File: src/rtl/mem_arbiter.sv
// mem_arbiter: shares one combinational-read memory between two requesters.
// Port 0 is the processor bus, port 1 the loader/DMA. Each transaction takes three
// cycles: grant and latch in IDLE, drive the memory in ACCESS, pulse ack in RESP.
// Build option MEM_ARB_ROUND_ROBIN_EN: when defined, ties go to the port that did
// not win last time; when undefined, port 0 wins every tie.
module mem_arbiter #(
  parameter int unsigned ADDR_W = 16,
  parameter int unsigned DATA_W = 16
) (
  input  logic              clk,
  input  logic              rst,

  input  logic              p0_req,
  input  logic              p0_we,
  input  logic [ADDR_W-1:0] p0_addr,
  input  logic [DATA_W-1:0] p0_wdata,
  output logic              p0_ack,
  output logic [DATA_W-1:0] p0_rdata,

  input  logic              p1_req,
  input  logic              p1_we,
  input  logic [ADDR_W-1:0] p1_addr,
  input  logic [DATA_W-1:0] p1_wdata,
  output logic              p1_ack,
  output logic [DATA_W-1:0] p1_rdata,

  output logic [ADDR_W-1:0] mem_addr,
  output logic              mem_we,
  output logic [DATA_W-1:0] mem_wdata,
  input  logic [DATA_W-1:0] mem_rdata,

  output logic              busy
);

  typedef enum logic [1:0] {
    StIdle   = 2'd0,
    StAccess = 2'd1,
    StResp   = 2'd2
  } state_e;

  state_e            state_q, state_d;
  logic              owner_q, owner_d;   // port holding the current transaction
  logic              last_q, last_d;     // port of the most recent grant
  logic              we_q, we_d;
  logic [ADDR_W-1:0] addr_q, addr_d;
  logic [DATA_W-1:0] wdata_q, wdata_d;
  logic [DATA_W-1:0] p0_rdata_q, p0_rdata_d;
  logic [DATA_W-1:0] p1_rdata_q, p1_rdata_d;
  logic              p0_ack_q, p0_ack_d;
  logic              p1_ack_q, p1_ack_d;

  logic              grant;              // winning port if a grant happens this cycle

  // Arbitration: a lone request always wins; ties resolved by the build option
  always_comb begin
    grant = 1'b0;
    if (p0_req && p1_req) begin
`ifdef MEM_ARB_ROUND_ROBIN_EN
      grant = ~last_q;
`else
      grant = 1'b0;
`endif
    end else if (p1_req) begin
      grant = 1'b1;
    end
  end

  // Next-state logic: grant/latch in IDLE, capture read data in ACCESS, ack in RESP
  always_comb begin
    state_d    = state_q;
    owner_d    = owner_q;
    last_d     = last_q;
    we_d       = we_q;
    addr_d     = addr_q;
    wdata_d    = wdata_q;
    p0_rdata_d = p0_rdata_q;
    p1_rdata_d = p1_rdata_q;
    p0_ack_d   = 1'b0;
    p1_ack_d   = 1'b0;

    unique case (state_q)
      StIdle: begin
        if (p0_req || p1_req) begin
          owner_d = grant;
          last_d  = grant;
          if (grant) begin
            we_d    = p1_we;
            addr_d  = p1_addr;
            wdata_d = p1_wdata;
          end else begin
            we_d    = p0_we;
            addr_d  = p0_addr;
            wdata_d = p0_wdata;
          end
          state_d = StAccess;
        end
      end

      StAccess: begin
        // Memory read is combinational from mem_addr, so sample it at the end of ACCESS
        if (!we_q) begin
          if (owner_q) begin
            p1_rdata_d = mem_rdata;
          end else begin
            p0_rdata_d = mem_rdata;
          end
        end
        // Ack is registered so it appears exactly during RESP
        p0_ack_d = ~owner_q;
        p1_ack_d = owner_q;
        state_d  = StResp;
      end

      StResp: begin
        state_d = StIdle;
      end

      default: begin
        state_d = StIdle;
      end
    endcase
  end

  // State and datapath registers with synchronous reset
  always_ff @(posedge clk) begin
    if (rst) begin
      state_q    <= StIdle;
      owner_q    <= 1'b0;
      last_q     <= 1'b1;
      we_q       <= 1'b0;
      addr_q     <= '0;
      wdata_q    <= '0;
      p0_rdata_q <= '0;
      p1_rdata_q <= '0;
      p0_ack_q   <= 1'b0;
      p1_ack_q   <= 1'b0;
    end else begin
      state_q    <= state_d;
      owner_q    <= owner_d;
      last_q     <= last_d;
      we_q       <= we_d;
      addr_q     <= addr_d;
      wdata_q    <= wdata_d;
      p0_rdata_q <= p0_rdata_d;
      p1_rdata_q <= p1_rdata_d;
      p0_ack_q   <= p0_ack_d;
      p1_ack_q   <= p1_ack_d;
    end
  end

  // Memory bus follows the latched operands; the strobe is gated by rst so a write
  // caught mid-ACCESS by reset never reaches the array.
  assign mem_addr  = addr_q;
  assign mem_wdata = wdata_q;
  assign mem_we    = (state_q == StAccess) & we_q & ~rst;

  assign busy      = (state_q != StIdle);
  assign p0_ack    = p0_ack_q;
  assign p1_ack    = p1_ack_q;
  assign p0_rdata  = p0_rdata_q;
  assign p1_rdata  = p1_rdata_q;

endmodule
File: config.mk
export PLATFORM = sky130hd
export DESIGN_NAME = mem_arbiter
export DESIGN_NICKNAME = d
export VERILOG_FILES = /design/src/rtl/mem_arbiter.sv
export SDC_FILE = /design/constraint.sdc
export NUM_CORES = 1
export LEC_CHECK = 0
export ABC_CLOCK_PERIOD_IN_PS = 1500
export BUFFER_PORTS_ARGS = -buffer_cell sky130_fd_sc_hd__buf_2
export CORE_AREA = 3 3 84 86
export CTS_CLUSTER_SIZE = 16
export DETAILED_ROUTE_END_ITERATION = 8
export DIE_AREA = 0 0 87 89
export GPL_ROUTABILITY_DRIVEN = 1
export PLACE_DENSITY = 0.78
export RECOVER_POWER = 50
export SYNTH_ARGS = -nofsm -noshare
export SYNTH_HDL_FRONTEND = slang
export SYNTH_SLANG_ARGS = --single-unit
File: constraint.sdc
create_clock -name clk -period 1.5 [get_ports clk]
set_input_delay 0 -clock clk [delete_from_list [all_inputs] [get_ports clk]]
set_output_delay 0 -clock clk [all_outputs]
set_load 0.03 [all_outputs]
==> Yosys cells after proc, flatten, opt, wreduce, memory -nomap -nowiden <==
Cells that the tools add are included.
W data, S select, Z words.
{ "word_totals": {"elab_cells": 32, "reg_bits": 70, "in_bits": 86, "output_inout_bits": 68} }
{ "op_classes": {"n_eq_ne": 2, "n_reduce_logical": 8, "bitwise": 6, "n_mux": 7} }
{ "op_table": {"columns": ["operator", "count"], "rows": [
  ["$mux W16", 2],
  ["$reduce_and A3 Y1", 2],
  ["$not A1 Y1", 4],
  ["$pmux W2 S2", 1],
  ["$mux W1", 3],
  ["$and A1 B1 Y1", 2],
  ["$eq A2 B1 Y1 const B", 1],
  ["$logic_not A2 Y1", 1],
  ["$mux W2", 1],
  ["$ne A2 B2 Y1 const B", 1],
  ["$reduce_and A2 Y1", 1],
  ["$reduce_bool A2 Y1", 1],
  ["$reduce_or A2 Y1", 1],
  ["$logic_and A1 B1 Y1", 1],
  ["$logic_or A1 B1 Y1", 1]
]} }

==> Depth between registers and ports, before layout <==
Gate-level depths: netlist of run 1.
{ "depth": {"ltp_word": 3, "ltp_mapped": 5, "mapped_depth_nobuf": 4} }

==> Worst setup path after synthesis of run 1 <==
No wires, ideal clock.
{ "synth_timing": {"path_type": "flip-flop to flip-flop", "start": "reg we_q", "end": "reg p0_rdata_q[10], in the netlist p0_rdata[10]", "t_required_ps": 1368, "slack_ps": 131, "setup_time_ps": 132, "path_stages_with_launch": 6, "n_path_buf": 2, "arrival_time_ps": 1237, "synth_period_minus_slack_ps": 1369, "path_cell_list": "dfxtp_1 > or4b_1 > buf_2 > buf_6 > nand2_1 > a21oi_1"} }
{ "synth_between": {"elab_chain_len": 2} }
{ "synth_lines": {"columns": ["element", "line", "rtl"], "rows": [
  ["start, declared", "44", "logic we_q, we_d;"],
  ["start signal, assigned", "141", "we_q <= we_d;"],
  ["$not A1 Y1 (no source line)", null, null],
  ["$reduce_and A3 Y1 (no source line)", null, null],
  ["end signal, assigned", "144", "p0_rdata_q <= p0_rdata_d;"],
  ["end, declared", "47", "logic [DATA_W-1:0] p0_rdata_q, p0_rdata_d;"]
]} }
Every way passes these cells.
A chain may end at the register's enable or synchronous reset.

==> Worst setup path after layout of run 1 <==
{ "layout_timing": {"start": "reg state_q[0]", "end": "out mem_we"} }
{ "layout_between": {"elab_chain_len": 3} }
{ "layout_lines": {"columns": ["element", "line", "rtl"], "rows": [
  ["start, declared", "41", "state_e state_q, state_d;"],
  ["start signal, assigned", "127", "state_q <= StIdle;"],
  ["start signal, assigned", "138", "state_q <= state_d;"],
  ["$eq A2 B1 Y1", "155", "assign mem_we = (state_q == StAccess) & we_q & ~rst;"],
  ["$and A1 B1 Y1 (2 in series)", "155", null],
  ["end, declared", "28", "output logic mem_we,"]
]} }
Every way passes these cells.

==> flow_metrics.py, run 1 <==
metrics = {
    "routing": {
        "viasPerCell": 5.43,
        "post-route-drc-count": 0,
        "routed-via-count": 3565,
        "first_pass_iters": 5,
        "wl_per_cell_um": 16.5,
        "drtIter0Drc": 211,
        "postRouteWirelength_um": 10800,
        "postRouteAntennaNets": 0,
    },
    "placement": {
        "gp_congestion": 0.794,
        "port_buffers": 153,
        "place_hpwl_um": 5830,
        "placed_cell_area_um2": 3660,
    },
    "sta": {
        "setup_viol": 0,
        "finalClockSkew_ns": 0.00702,
        "fin_tns_setup_ns": 0,
        "relSlewSlack": 0.705,
        "fin_crit_sh": 0.935,
        "hold_violations": 0,
        "final.min_clock_period_ns": 1.40,
        "tightest_slew_ns": 0.444,
        "fmax_mhz": 713,
        "rsz0062_at_grt": "no",
        "final_max_slew_viol_count": 0,
    },
    "logic_synthesis": {
        "synth.avg_cell_area_um2": 8.01,
        "syn-num-nets": 436,
        "syn_inst": 350,
        "synth_area_um2": 2800,
        "yosysUniqueCellTypes": 23,
        "ys_seq_area_frac": 0.500,
        "synth_seq_cells": 70,
        "ys_warn_count": 0,
    },
    "finish": {
        "finalInstanceArea_um2": 4600,
        "final_layout_size_suffix_gt1_frac": 0.212,
        "fill_cells": 496,
        "diodes": 0,
        "area_delta_synth_final_pct": 64.0,
        "fin_nets": 662,
    },
    "grt": {
        "grt_pass1_vias": 3471,
        "antenna_found_initial": 0,
        "gr-total-overflow": 0,
        "track_usage": 0.279,
        "grt_pass1_wl_um": 17000,
        "grt_start_max_net_pins": 35,
    },
    "critical_path": {
        "crit_family": "simple AND/OR/NAND/NOR gates",
        "crit_arrival_ns": 1.40,
        "cp-end-kind": "output pin",
        "worstSetupPathType": "register to output pin",
        "max_stage_delay_ns": 0.44,
        "slowest_stage": "dfxtp_1",
        "path_cells": "nor3b_2 > and2_1 > buf_2",
        "cp.required_ns": 1.50,
        "startpoint_type": "register",
        "cp_max_fo": 6,
        "critPathBufInv": 1,
    },
    "clock_tree": {
        "clkSlewWorstSetupHoldPaths_ns": 0.07,
        "cts_setup_buffers": 0,
        "numCtsBuffers": 9,
        "cts_root_buf": "clkbuf_8",
        "clock_sinks": 70,
        "cts_max_path_buffers": 2,
        "clk_latency_ns": 0.34,
        "htree_levels": 3,
        "cts_tree": "yes",
    },
    "die": {
        "die_area_um2": 7740,
        "core_area_um2": 6350,
        "std_cell_rows": 29,
        "dieHeight_um": 89,
        "start_util": 0.441,
        "die_w_um": 87,
        "ios": 154,
    },
    "power_and_ir_drop": {
        "p_per_area_nw_per_um2": 1040,
        "irDropWorstVdd_v": 0.000637,
        "power_leakage_uw": 0.00188,
    },
    "worst_hold_path": {
        "hp-class": "primary input to register",
    },
    "job": {
        "drv_cap": 0,
    },
    "status": {
        "status": "completed",
    },
}
[power breakdown]
group	switching (uW)	internal, uW
sequential	89.5	2000
clock	719	755
combinational	731	470
total	1540	3230
[routing by layer]
layer	routed length [um]	global-route usage	vias up
met3	1120	0.0636	40
met1	4120	0.333	1620
met4	471	0.150	0
met5	0	0	-
met2	5100	0.468	252
li1	-	-	1653
[synthesized netlist by cell type]
cell	count	area (um2)
nand2_1	131	492
dfxtp_1	70	1400
a21oi_1	66	330
a311oi_1	33	289
buf_2	19	95.1
clkbuf_1	10	37.5
and2_1	2	12.5
clkbuf_2	2	10.0
nor2_2	2	12.5
nor2b_1	2	12.5
and4bb_2	1	12.5
buf_1	1	3.75
buf_6	1	11.3
inv_2	1	3.75
nand2b_1	1	6.26
nand4bb_1	1	11.3
nor2_1	1	3.75
nor3_1	1	5.00
nor3b_1	1	7.51
nor4b_4	1	23.8
o21ai_0	1	5.00
or2_2	1	6.26
or4b_1	1	10.0
[cell usage in the layout (no fill, tap or decap), types with 2 or more instances in the layout]
master and count:
dlygate4sd3_1 82, dfxtp_1 70, and2_1 2, buf_4 8
clkinvlp_4 2, nand2_1 131, a311oi_1 33, clkbuf_1 66
buf_12 4, buf_2 87, a21oi_1 66, clkbuf_8 9
clkinv_2 2
[kinds of logic (layout without fill, tap and decap cells)]
| family | Yosys count | count (layout) | share of synthesized area |
|---|---|---|---|
| buf+inv | 34 | 264 | 0.0576 |
| compound gates | 100 | 100 | 0.223 |
| flops | 70 | 70 | 0.500 |
| simple gates | 146 | 146 | 0.220 |
[what timing repair did]
action,4_1_cts,5_1_grt
hold endpoints to repair,65,0
resized for setup,0,3
setup endpoints to repair,0,1
hold buffers,82,0
[flip-flops by register name, summed over array words and instances, names as in the netlist, 2 cells and up]
signal and cells:
state_q 2, p0_rdata 16, p1_rdata 16, mem_wdata 16, mem_addr 16
[cell type report]
cell class                      instances  area (um2)  area share
Clock inverter                          6        63.8      0.0139
Tap cell                               77        96.3      0.0210
Clock buffer                            9         124      0.0269
Sequential cell                        70        1400       0.305
Timing Repair Buffer                  248        1660       0.360
Inverter                                1        3.75    0.000817
Multi-Input combinational cell        246        1250       0.272
[path summary, 6_finish.rpt]
check	from	endpoint	slack (ns)	cells past startpoint
worst max-delay path	state_q[0]$_SDFFE_PP0P_	mem_we	0.1	3
worst min-delay path	p1_req	state_q[0]$_SDFFE_PP0P_	0.02	3
worst max register to register	state_q[1]$_SDFFE_PP0P_	mem_addr[8]$_SDFFE_PP0P_	0.11	4
worst min register to register	p0_rdata[6]$_SDFFE_PP0P_	p0_rdata[6]$_SDFFE_PP0P_	0.46	2
[stage by stage]
step / util / std cells / hold slack, ns / total power (uW) / worst slack (ns)
2_1_floorplan: - / 350 / 0.136 / 2760 / 0.131
3_3_place_gp: 0.576 / 560 / 0.254 / 3120 / 0.214
3_5_place_dp: 0.576 / 560 / 0.257 / 3150 / 0.155
4_1_cts: 0.735 / 657 / 0.0210 / 4760 / 0.00350
5_1_grt: 0.724 / 657 / 0.0661 / 4960 / 0.00328
6_report: 0.724 / 657 / 0.0245 / 4760 / 0.0979
[worst reg2reg max path: stages (launching register included)]
cell and delay, ns:
dfxtp_1 0.39, nor2_4 0.18, buf_12 0.20, a21oi_1 0.14
a311oi_1 0.35
Power figures use the tool's default switching activity.
==> run 2: changes to the inputs <==
--- a/config.mk
+++ b/config.mk
@@ -8,10 +8,10 @@
 export ABC_CLOCK_PERIOD_IN_PS = 1500
 export BUFFER_PORTS_ARGS = -buffer_cell sky130_fd_sc_hd__buf_2
-export CORE_AREA = 3 3 84 86
+export CORE_AREA = 3 3 70 104
 export CTS_CLUSTER_SIZE = 16
 export DETAILED_ROUTE_END_ITERATION = 8
-export DIE_AREA = 0 0 87 89
+export DIE_AREA = 0 0 73 107
 export GPL_ROUTABILITY_DRIVEN = 1
-export PLACE_DENSITY = 0.78
+export PLACE_DENSITY = 0.77
 export RECOVER_POWER = 50
 export SYNTH_ARGS = -nofsm -noshare
==> constraint.sdc (replaced) <==
create_clock -name clk -period 1.5 [get_ports clk]
set_input_delay 0 -clock clk [delete_from_list [all_inputs] [get_ports clk]]
set_output_delay 0 -clock clk [all_outputs]
set_load 0.05 [all_outputs]
==> flow_metrics.py, run 2 (synthesized netlist as in run 1, its figures left out) <==
metrics = {
    "sta": {
        "rsz0062_at_grt": "no",
        "final_max_slew_viol_count": 0,
        "relSlewSlack": 0.545,
        "final.min_clock_period_ns": 1.40,
        "setup_viol": 0,
        "hold_violations": 0,
        "tightest_slew_ns": 0.683,
        "whs_ns": 0.0188,
        "fin_crit_sh": 0.931,
        "fin_tns_setup_ns": 0,
        "fmax_mhz": 716,
        "finalClockSkew_ns": 0.00441,
    },
    "placement": {
        "place_hpwl_um": 5710,
        "dp.cells": 558,
        "placed_cell_area_um2": 3640,
        "gp_congestion": 0.782,
        "port_buffers": 153,
    },
    "grt": {
        "grt_pass1_vias": 3522,
        "antenna_found_initial": 0,
        "grt_pass1_wl_um": 16400,
        "gr-total-overflow": 0,
        "grt_start_max_net_pins": 68,
        "track_usage": 0.264,
    },
    "routing": {
        "postRouteAntennaNets": 0,
        "first_pass_iters": 5,
        "post-route-drc-count": 0,
        "postRouteWirelength_um": 10100,
        "routed-via-count": 3461,
        "drtIter0Drc": 198,
        "viasPerCell": 5.28,
        "wl_per_cell_um": 15.4,
    },
    "die": {
        "die_area_um2": 7810,
        "core_area_um2": 6530,
        "die_w_um": 73,
        "start_util": 0.429,
        "std_cell_rows": 36,
        "dieHeight_um": 107,
        "ios": 154,
    },
    "finish": {
        "fin_nets": 662,
        "stdcell_count": 655,
        "diodes": 0,
        "fill_cells": 499,
        "area_delta_synth_final_pct": 62.5,
        "final_cell_mix": "nand2_1, buf_2, dlygate4sd3_1, dfxtp_1, clkbuf_1",
        "finalInstanceArea_um2": 4550,
        "final_common_cell": "nand2_1",
        "final_layout_size_suffix_gt1_frac": 0.207,
    },
    "critical_path": {
        "cp_max_fo": 30,
        "startpoint_type": "register",
        "cp.required_ns": 1.67,
        "worstSetupPathType": "register to register",
        "crit_arrival_ns": 1.57,
        "cp-end-kind": "register",
    },
    "clock_tree": {
        "numCtsBuffers": 9,
        "htree_levels": 3,
        "clk_latency_ns": 0.33,
        "cts_tree": "yes",
        "cts_max_path_buffers": 2,
        "clkSlewWorstSetupHoldPaths_ns": 0.07,
        "clock_sinks": 70,
        "cts_root_buf": "clkbuf_8",
    },
    "job": {
        "drv_cap": 0,
    },
    "power_and_ir_drop": {
        "p_per_area_nw_per_um2": 1040,
        "seqPwrFrac": 0.441,
        "irDropWorstVdd_v": 0.000650,
        "p_clk_frac": 0.266,
        "internal_power_uw": 3090,
        "combinationalPowerShare": 0.293,
        "power_switching_uw": 1640,
        "power_leakage_uw": 0.00186,
        "swShare": 0.346,
    },
    "worst_hold_path": {
        "hp-class": "primary input to register",
    },
    "status": {
        "status": "completed",
    },
}
-- run 2: cell type report --
| type | instances | area (um2) | share of cell area |
|---|---|---|---|
| Timing Repair Buffer | 248 | 1640 | 0.361 |
| Sequential cell | 70 | 1400 | 0.308 |
| Multi-Input combinational cell | 246 | 1250 | 0.275 |
| Clock buffer | 12 | 145 | 0.0319 |
| Tap cell | 76 | 95.1 | 0.0209 |
| Clock inverter | 2 | 10.0 | 0.00220 |
| Inverter | 1 | 3.75 | 0.000824 |
-- run 2: worst paths after layout --
kind	startpoint	end	slack, ns	depth (start not counted)
setup / recovery	state_q[1]$_SDFFE_PP0P_	mem_wdata[9]$_SDFFE_PP0P_	0.10	5
hold / removal	p1_req	state_q[0]$_SDFFE_PP0P_	0.02	3
setup reg to reg	state_q[1]$_SDFFE_PP0P_	mem_wdata[9]$_SDFFE_PP0P_	0.10	5
hold reg to reg	p1_rdata[1]$_SDFFE_PP0P_	p1_rdata[1]$_SDFFE_PP0P_	0.45	2
-- run 2: repair_timing --
item                                    4_1_cts  5_1_grt
hold buffers                                 83        0
hold endpoints to repair                     68        0
resized for setup                             1        3
setup buffers                                 0        0
pin swaps                                     0        0
endpoints found under the setup margin        1        1
-- run 2: power by group through the flow --
| stage | logic (uW) | clock network, uW | registers, uW |
|---|---|---|---|
| 6_report | 1390 | 1260 | 2090 |
| 5_1_grt | 1470 | 1370 | 2100 |
| 4_1_cts | 1390 | 1290 | 2080 |
| 3_5_place_dp | 1220 | 0 | 2120 |
| 3_3_place_gp | 1210 | 0 | 2120 |
| 2_1_floorplan | 389 | 0 | 2580 |
-- run 2: critical path, stage by stage, from the launching register on --
cell      delay [ns]
dfxtp_1         0.40
nor2_2          0.23
inv_2           0.08
nor2_2          0.19
buf_12          0.21
a311oi_1        0.13
-- run 2: metal layers --
| layer | up-vias | global-route usage | wire length [um] |
|---|---|---|---|
| met4 | 0 | 0.124 | 349 |
| met5 | - | 0 | 0 |
| li1 | 1655 | - | - |
| met1 | 1560 | 0.313 | 3890 |
| met2 | 210 | 0.425 | 4840 |
| met3 | 36 | 0.0826 | 1020 |
-- run 2: per-stage QoR --
step	util	power, uW	worst slack [ns]
3_5_place_dp	0.557	3340	0.150
3_3_place_gp	0.557	3320	0.198
2_1_floorplan	-	2970	0.103
4_1_cts	0.708	4760	0.0507
5_1_grt	0.697	4940	0.0237
6_report	0.697	4730	0.104
